===== src/rtl/decentering.sv =====
// Decentering stage: adds per-frame latched channel means back onto signed samples
// and saturates the result into the unsigned DATA_W range, NUM_SAMPLES per frame.
module decentering #(
    parameter int unsigned DATA_W      = 26,
    parameter int unsigned NUM_SAMPLES = 1024,
    parameter int unsigned CNT_W       = 14
) (
    input  logic              clk,
    input  logic              rst,
    input  logic              GO,
    input  logic [DATA_W-1:0] mean1,
    input  logic [DATA_W-1:0] mean2,
    input  logic [DATA_W-1:0] mean3,
    input  logic [DATA_W-1:0] mean4,
    input  logic              in_valid,
    output logic              in_ready,
    input  logic [DATA_W-1:0] x1_in,
    input  logic [DATA_W-1:0] x2_in,
    input  logic [DATA_W-1:0] x3_in,
    input  logic [DATA_W-1:0] x4_in,
    output logic              out_valid,
    input  logic              out_ready,
    output logic [DATA_W-1:0] x1_out,
    output logic [DATA_W-1:0] x2_out,
    output logic [DATA_W-1:0] x3_out,
    output logic [DATA_W-1:0] x4_out,
    output logic              busy,
    output logic              done,
    output logic              sat_flag
);
    localparam int unsigned SUM_W = DATA_W + 2;
    localparam int unsigned NCH   = 4;

    typedef enum logic [2:0] {
        S_IDLE  = 3'd0,
        S_LOAD  = 3'd1,
        S_RUN   = 3'd2,
        S_DRAIN = 3'd3,
        S_DONE  = 3'd4
    } state_t;

    state_t            state;
    state_t            state_nx;
    logic [CNT_W-1:0]  count;
    logic [DATA_W-1:0] mean_q  [NCH];
    logic [DATA_W-1:0] x_in_a  [NCH];
    logic [DATA_W-1:0] x_out_q [NCH];
    logic [SUM_W-1:0]  sum_c   [NCH];
    logic [DATA_W-1:0] res_c   [NCH];
    logic [NCH-1:0]    sat_c;
    logic              accept;
    logic              go_accept;
    logic              out_fire;
    logic              last_accept;

    assign x_in_a[0] = x1_in;
    assign x_in_a[1] = x2_in;
    assign x_in_a[2] = x3_in;
    assign x_in_a[3] = x4_in;
    assign x1_out    = x_out_q[0];
    assign x2_out    = x_out_q[1];
    assign x3_out    = x_out_q[2];
    assign x4_out    = x_out_q[3];

    assign accept      = in_valid & in_ready;
    assign go_accept   = (state == S_IDLE) & GO;
    assign out_fire    = out_valid & out_ready;
    assign last_accept = accept & (count == CNT_W'(NUM_SAMPLES - 1));

    // Signed sample plus unsigned mean in a two-bit-wider signed sum, then clamp.
    always_comb begin
        for (int i = 0; i < NCH; i++) begin
            sum_c[i] = {{2{x_in_a[i][DATA_W-1]}}, x_in_a[i]} + {2'b00, mean_q[i]};
            if (sum_c[i][SUM_W-1]) begin
                res_c[i] = '0;
                sat_c[i] = 1'b1;
            end else if (sum_c[i][DATA_W]) begin
                res_c[i] = '1;
                sat_c[i] = 1'b1;
            end else begin
                res_c[i] = sum_c[i][DATA_W-1:0];
                sat_c[i] = 1'b0;
            end
        end
    end

    always_ff @(posedge clk) begin
        if (rst) begin
            state <= S_IDLE;
        end else begin
            state <= state_nx;
        end
    end

    always_comb begin
        state_nx = state;
        case (state)
            S_IDLE:  if (GO) state_nx = S_LOAD;
            S_LOAD:  state_nx = S_RUN;
            S_RUN:   if (last_accept) state_nx = S_DRAIN;
            S_DRAIN: if (!out_valid || out_ready) state_nx = S_DONE;
            S_DONE:  state_nx = S_IDLE;
            default: state_nx = S_IDLE;
        endcase
    end

    // Single output register stage: accept is allowed whenever it is empty or draining.
    always_comb begin
        in_ready = 1'b0;
        busy     = 1'b0;
        done     = 1'b0;
        case (state)
            S_LOAD:  busy = 1'b1;
            S_RUN: begin
                busy     = 1'b1;
                in_ready = ~out_valid | out_ready;
            end
            S_DRAIN: busy = 1'b1;
            S_DONE:  done = 1'b1;
            default: ;
        endcase
    end

    always_ff @(posedge clk) begin
        if (rst) begin
            count     <= '0;
            out_valid <= 1'b0;
            sat_flag  <= 1'b0;
            for (int i = 0; i < NCH; i++) begin
                mean_q[i]  <= '0;
                x_out_q[i] <= '0;
            end
        end else begin
            if (go_accept) begin
                count     <= '0;
                sat_flag  <= 1'b0;
                mean_q[0] <= mean1;
                mean_q[1] <= mean2;
                mean_q[2] <= mean3;
                mean_q[3] <= mean4;
            end
            if (accept) begin
                count     <= count + CNT_W'(1);
                out_valid <= 1'b1;
                for (int i = 0; i < NCH; i++) begin
                    x_out_q[i] <= res_c[i];
                end
                if (|sat_c) begin
                    sat_flag <= 1'b1;
                end
            end else if (out_fire) begin
                out_valid <= 1'b0;
            end
        end
    end

endmodule

===== config.mk =====
export PLATFORM = sky130hd
export DESIGN_NAME = decentering
export DESIGN_NICKNAME = d
export VERILOG_FILES = /design/src/rtl/decentering.sv
export SDC_FILE = /design/constraint.sdc
export NUM_CORES = 1
export LEC_CHECK = 0
export ABC_AREA = 1
export CORE_MARGIN = 4
export CORE_UTILIZATION = 40
export CTS_BUF_LIST = sky130_fd_sc_hd__clkbuf_8
export CTS_CLUSTER_DIAMETER = 40
export DETAILED_ROUTE_END_ITERATION = 10
export PLACE_DENSITY_LB_ADDON = 0.1
export SLEW_MARGIN = 20
export SYNTH_ARGS = -nofsm -noshare
export SYNTH_HDL_FRONTEND = slang
export SYNTH_SLANG_ARGS = --single-unit

===== constraint.sdc =====
create_clock -name clk -period 6.09 [get_ports clk]
set_clock_uncertainty 0.05 [all_clocks]
set_input_delay 0.609 -clock clk [delete_from_list [all_inputs] [get_ports clk]]
set_output_delay 0.609 -clock clk [all_outputs]
set_load 0.01 [all_outputs]

==> metrics <==
run status=finished, final reports clean; RSZ-0062 raised after global routing=no; Async SR Flop Fraction=0%; drt total wl=46200 um; Worst-Skew Late Latency=0.62 ns; die area=43400 sq um; # DRC=0; CTS resizes=0; family with the most delay on the worst path=buffers and inverters; Synth Area per Inst=8.11 sq um; Least-Margin Pin Slew=1.06 ns; crit path launch type=input port; fmax=319 MHz; cells along the critical path=clkdlybuf4s50_1, inv_1, nand2_4, buf_4; DR iter-0 viols=814; Total GRT Usage=20.8%; count of nets after finishing=2649; CTS tree=yes; WL/cell=16.0 um; first-pass GRT wire length=72700 um; Die X-Extent=208 um; Cell Rows=73; Clk pwr share=25.3%; period utilization=51.5%; CP Depth=4; relative slew slack=29.4%; final setup TNS=0 ns; CTS clk-pin slew, worst paths=0.06 ns; Starting Density=40.4%; critical path's largest stage delay=0.87 ns; Worst Setup Path Type=in2reg; I/O Buffers=321; Setup crit end kind=flop; Mapped Nets=2306; Post-synth EDFFs=208; flops & latches, synth=227; RR Startpoint=state[2]$_SDFFE_PP0P_; Hold WC Path Type=reg2reg; Bufs on Longest Clock Path=3; n_diodes=0; crit path from=rst; final setup fails=0; clk sinks=227; leak pwr=0.00941 uW; Final Hold Viols=0; share of cells above drive strength 1=9.08%; die height=208 um; initial antenna violation count=2; H-tree depth=2; post-cts hold buffer count=0; Ys Warns=0; HPWL after DPL=37600 um; max-slew violation count=0; CP required=6.30 ns; Overflow after GRT=0; top cell type by total area after synthesis=edfxtp_1; Post-Synthesis Cells=1980; pwr/cell area=304 nW/um^2; Pre-antenna DRT Iters=6; Layout area overhead=28.9%; top cells by count, synth=nand2_1, nor2_1, inv_1; register-to-register path setup slack=2.99 ns; Worst Reg-to-Reg Cells=6; largest net degree at the start of global routing=83; clk root buf=clkbuf_8; worst path buffer plus inverter count=3; total core area=39700 sq um; placed inst area=19800 sq um; via density per instance=4.86; part of the power in registers=33.5%; max_cap viols=0; Internal=3860 uW; maximum fanout along the worst path=79; Combinational Power Share=41.2%; Max rail drop VDD=186 uV; Worst Setup EP=x_out_q[3][2]$_SDFFCE_PP0P_; top-count cell post-synth=nand2_1; global placer's final weighted congestion=0.873; Synth cell types=51; vias in the first global route=13600; post-synth top area share=38.9%; # IOs=322; Sw Pwr=2410 uW; Design Area, Final=20700 sq um; Sw Ratio=38.4%; Final ANT Viol Nets=0; postcts setup bufs=0; RR Endpoint=x_out_q[3][2]$_SDFFCE_PP0P_; sequential share of the synthesized area=41.3%; via count=14000; clock buffer count from CTS=43; Period minus WS final=3.13 ns; Worst EP arrival=3.35 ns; Synth area leaders=edfxtp_1, nand2_1, ha_1; synthesized area=16000 sq um; ys flop type=edfxtp_1; Crit-path slowest cell=nand2_4
logic make-up after synthesis:
| logic type | Yosys count | synth area share, % |
|---|---|---|
| simple gates | 931 | 25.3 |
| buf+inv | 339 | 8.55 |
| compound gates | 285 | 11.3 |
| flops | 227 | 41.3 |
| fa+ha+maj | 113 | 9.00 |
| xor+xnor | 85 | 4.64 |
layout by cell type (no fill, tap or decap), types with 2 or more instances in the layout:
cell,count
nand2_1,416
clkdlybuf4s50_1,321
inv_1,313
nor2_1,309
edfxtp_1,208
a21oi_1,133
ha_1,109
nand3_1,77
a21oi_2,57
xor2_1,51
clkbuf_8,44
o21ai_0,36
xnor2_1,34
o21bai_1,27
nand4_1,25
nor3_1,23
nand2_2,20
dfxtp_1,19
nor2_2,17
nand3_2,14
a31oi_1,10
nand2_4,9
clkinv_2,9
inv_2,7
clkinv_1,6
and2_1,5
clkinvlp_4,5
bufinv_16,5
nor3_2,4
a21o_1,4
a211oi_1,4
fa_1,4
nand2_8,3
o211ai_2,3
buf_4,3
nand4_2,2
inv_4,2
a221oi_1,2
worst reg2reg max path, stage by stage (launching register included):
cell and delay (ns):
dfxtp_1 0.34, nor2_2 0.15, nand2_1 0.15, nor3_4 0.52
inv_2 0.24, nand2_4 0.78, buf_4 0.52
worst min path at each step:
| stage | start | endpoint | slack [ns] | depth (start not counted) |
|---|---|---|---|---|
| floorplan | count[13]$_SDFFE_PP0P_ | count[13]$_SDFFE_PP0P_ | 0.39 | 2 |
| global placement | count[13]$_SDFFE_PP0P_ | count[13]$_SDFFE_PP0P_ | 0.42 | 2 |
| detailed placement | count[13]$_SDFFE_PP0P_ | count[13]$_SDFFE_PP0P_ | 0.41 | 2 |
| CTS | count[13]$_SDFFE_PP0P_ | count[13]$_SDFFE_PP0P_ | 0.42 | 2 |
| global route | count[13]$_SDFFE_PP0P_ | count[13]$_SDFFE_PP0P_ | 0.45 | 2 |
| finish | count[13]$_SDFFE_PP0P_ | count[13]$_SDFFE_PP0P_ | 0.42 | 2 |
cell type report:
type	instances	area [sq um]
fill	3910	19000
multi-input combinational	1414	8080
sequential	227	6630
timing repair buffer	324	3240
inverter	313	1180
tap	525	657
clock buffer	44	606
clock inverter	35	298
sequential cells by signal, indices dropped and copies added (netlist names):
register	count
out_valid	1
sat_flag	1
x_out_q	104
state	3
mean_q	104
count	14
through the flow:
stage                     cells  worst slack, ns  hold slack [ns]  power (uW)  utilization [%]
final                      2882             2.96            0.421        6280             52.1
after global routing       2882             2.71            0.451        6730             52.1
after CTS                  2882             2.93            0.423        6360             52.1
after detailed placement   2803             2.33            0.415        4730             49.8
after global placement     2803             2.29            0.422        4720             49.8
after floorplan            1980             2.23            0.390        3870                -
routing by layer:
metal / global-route usage [%] / vias to the layer above / routed length (um)
met2: 34.4 / 357 / 21500
met1: 28.2 / 6394 / 20900
met5: 0 / - / 34
met3: 4.57 / 70 / 2980
li1: - / 7190 / -
met4: 4.71 / 4 / 878
power groups by stage:
| stage | clock, uW | combinational (uW) | sequential [uW] |
|---|---|---|---|
| 2_1_floorplan | 0 | 1690 | 2170 |
| 3_3_place_gp | 0 | 2590 | 2130 |
| 3_5_place_dp | 0 | 2590 | 2140 |
| 4_1_cts | 1650 | 2600 | 2110 |
| 5_1_grt | 1710 | 2890 | 2130 |
| 6_report | 1590 | 2590 | 2100 |
(Power assumes the default switching activity.)
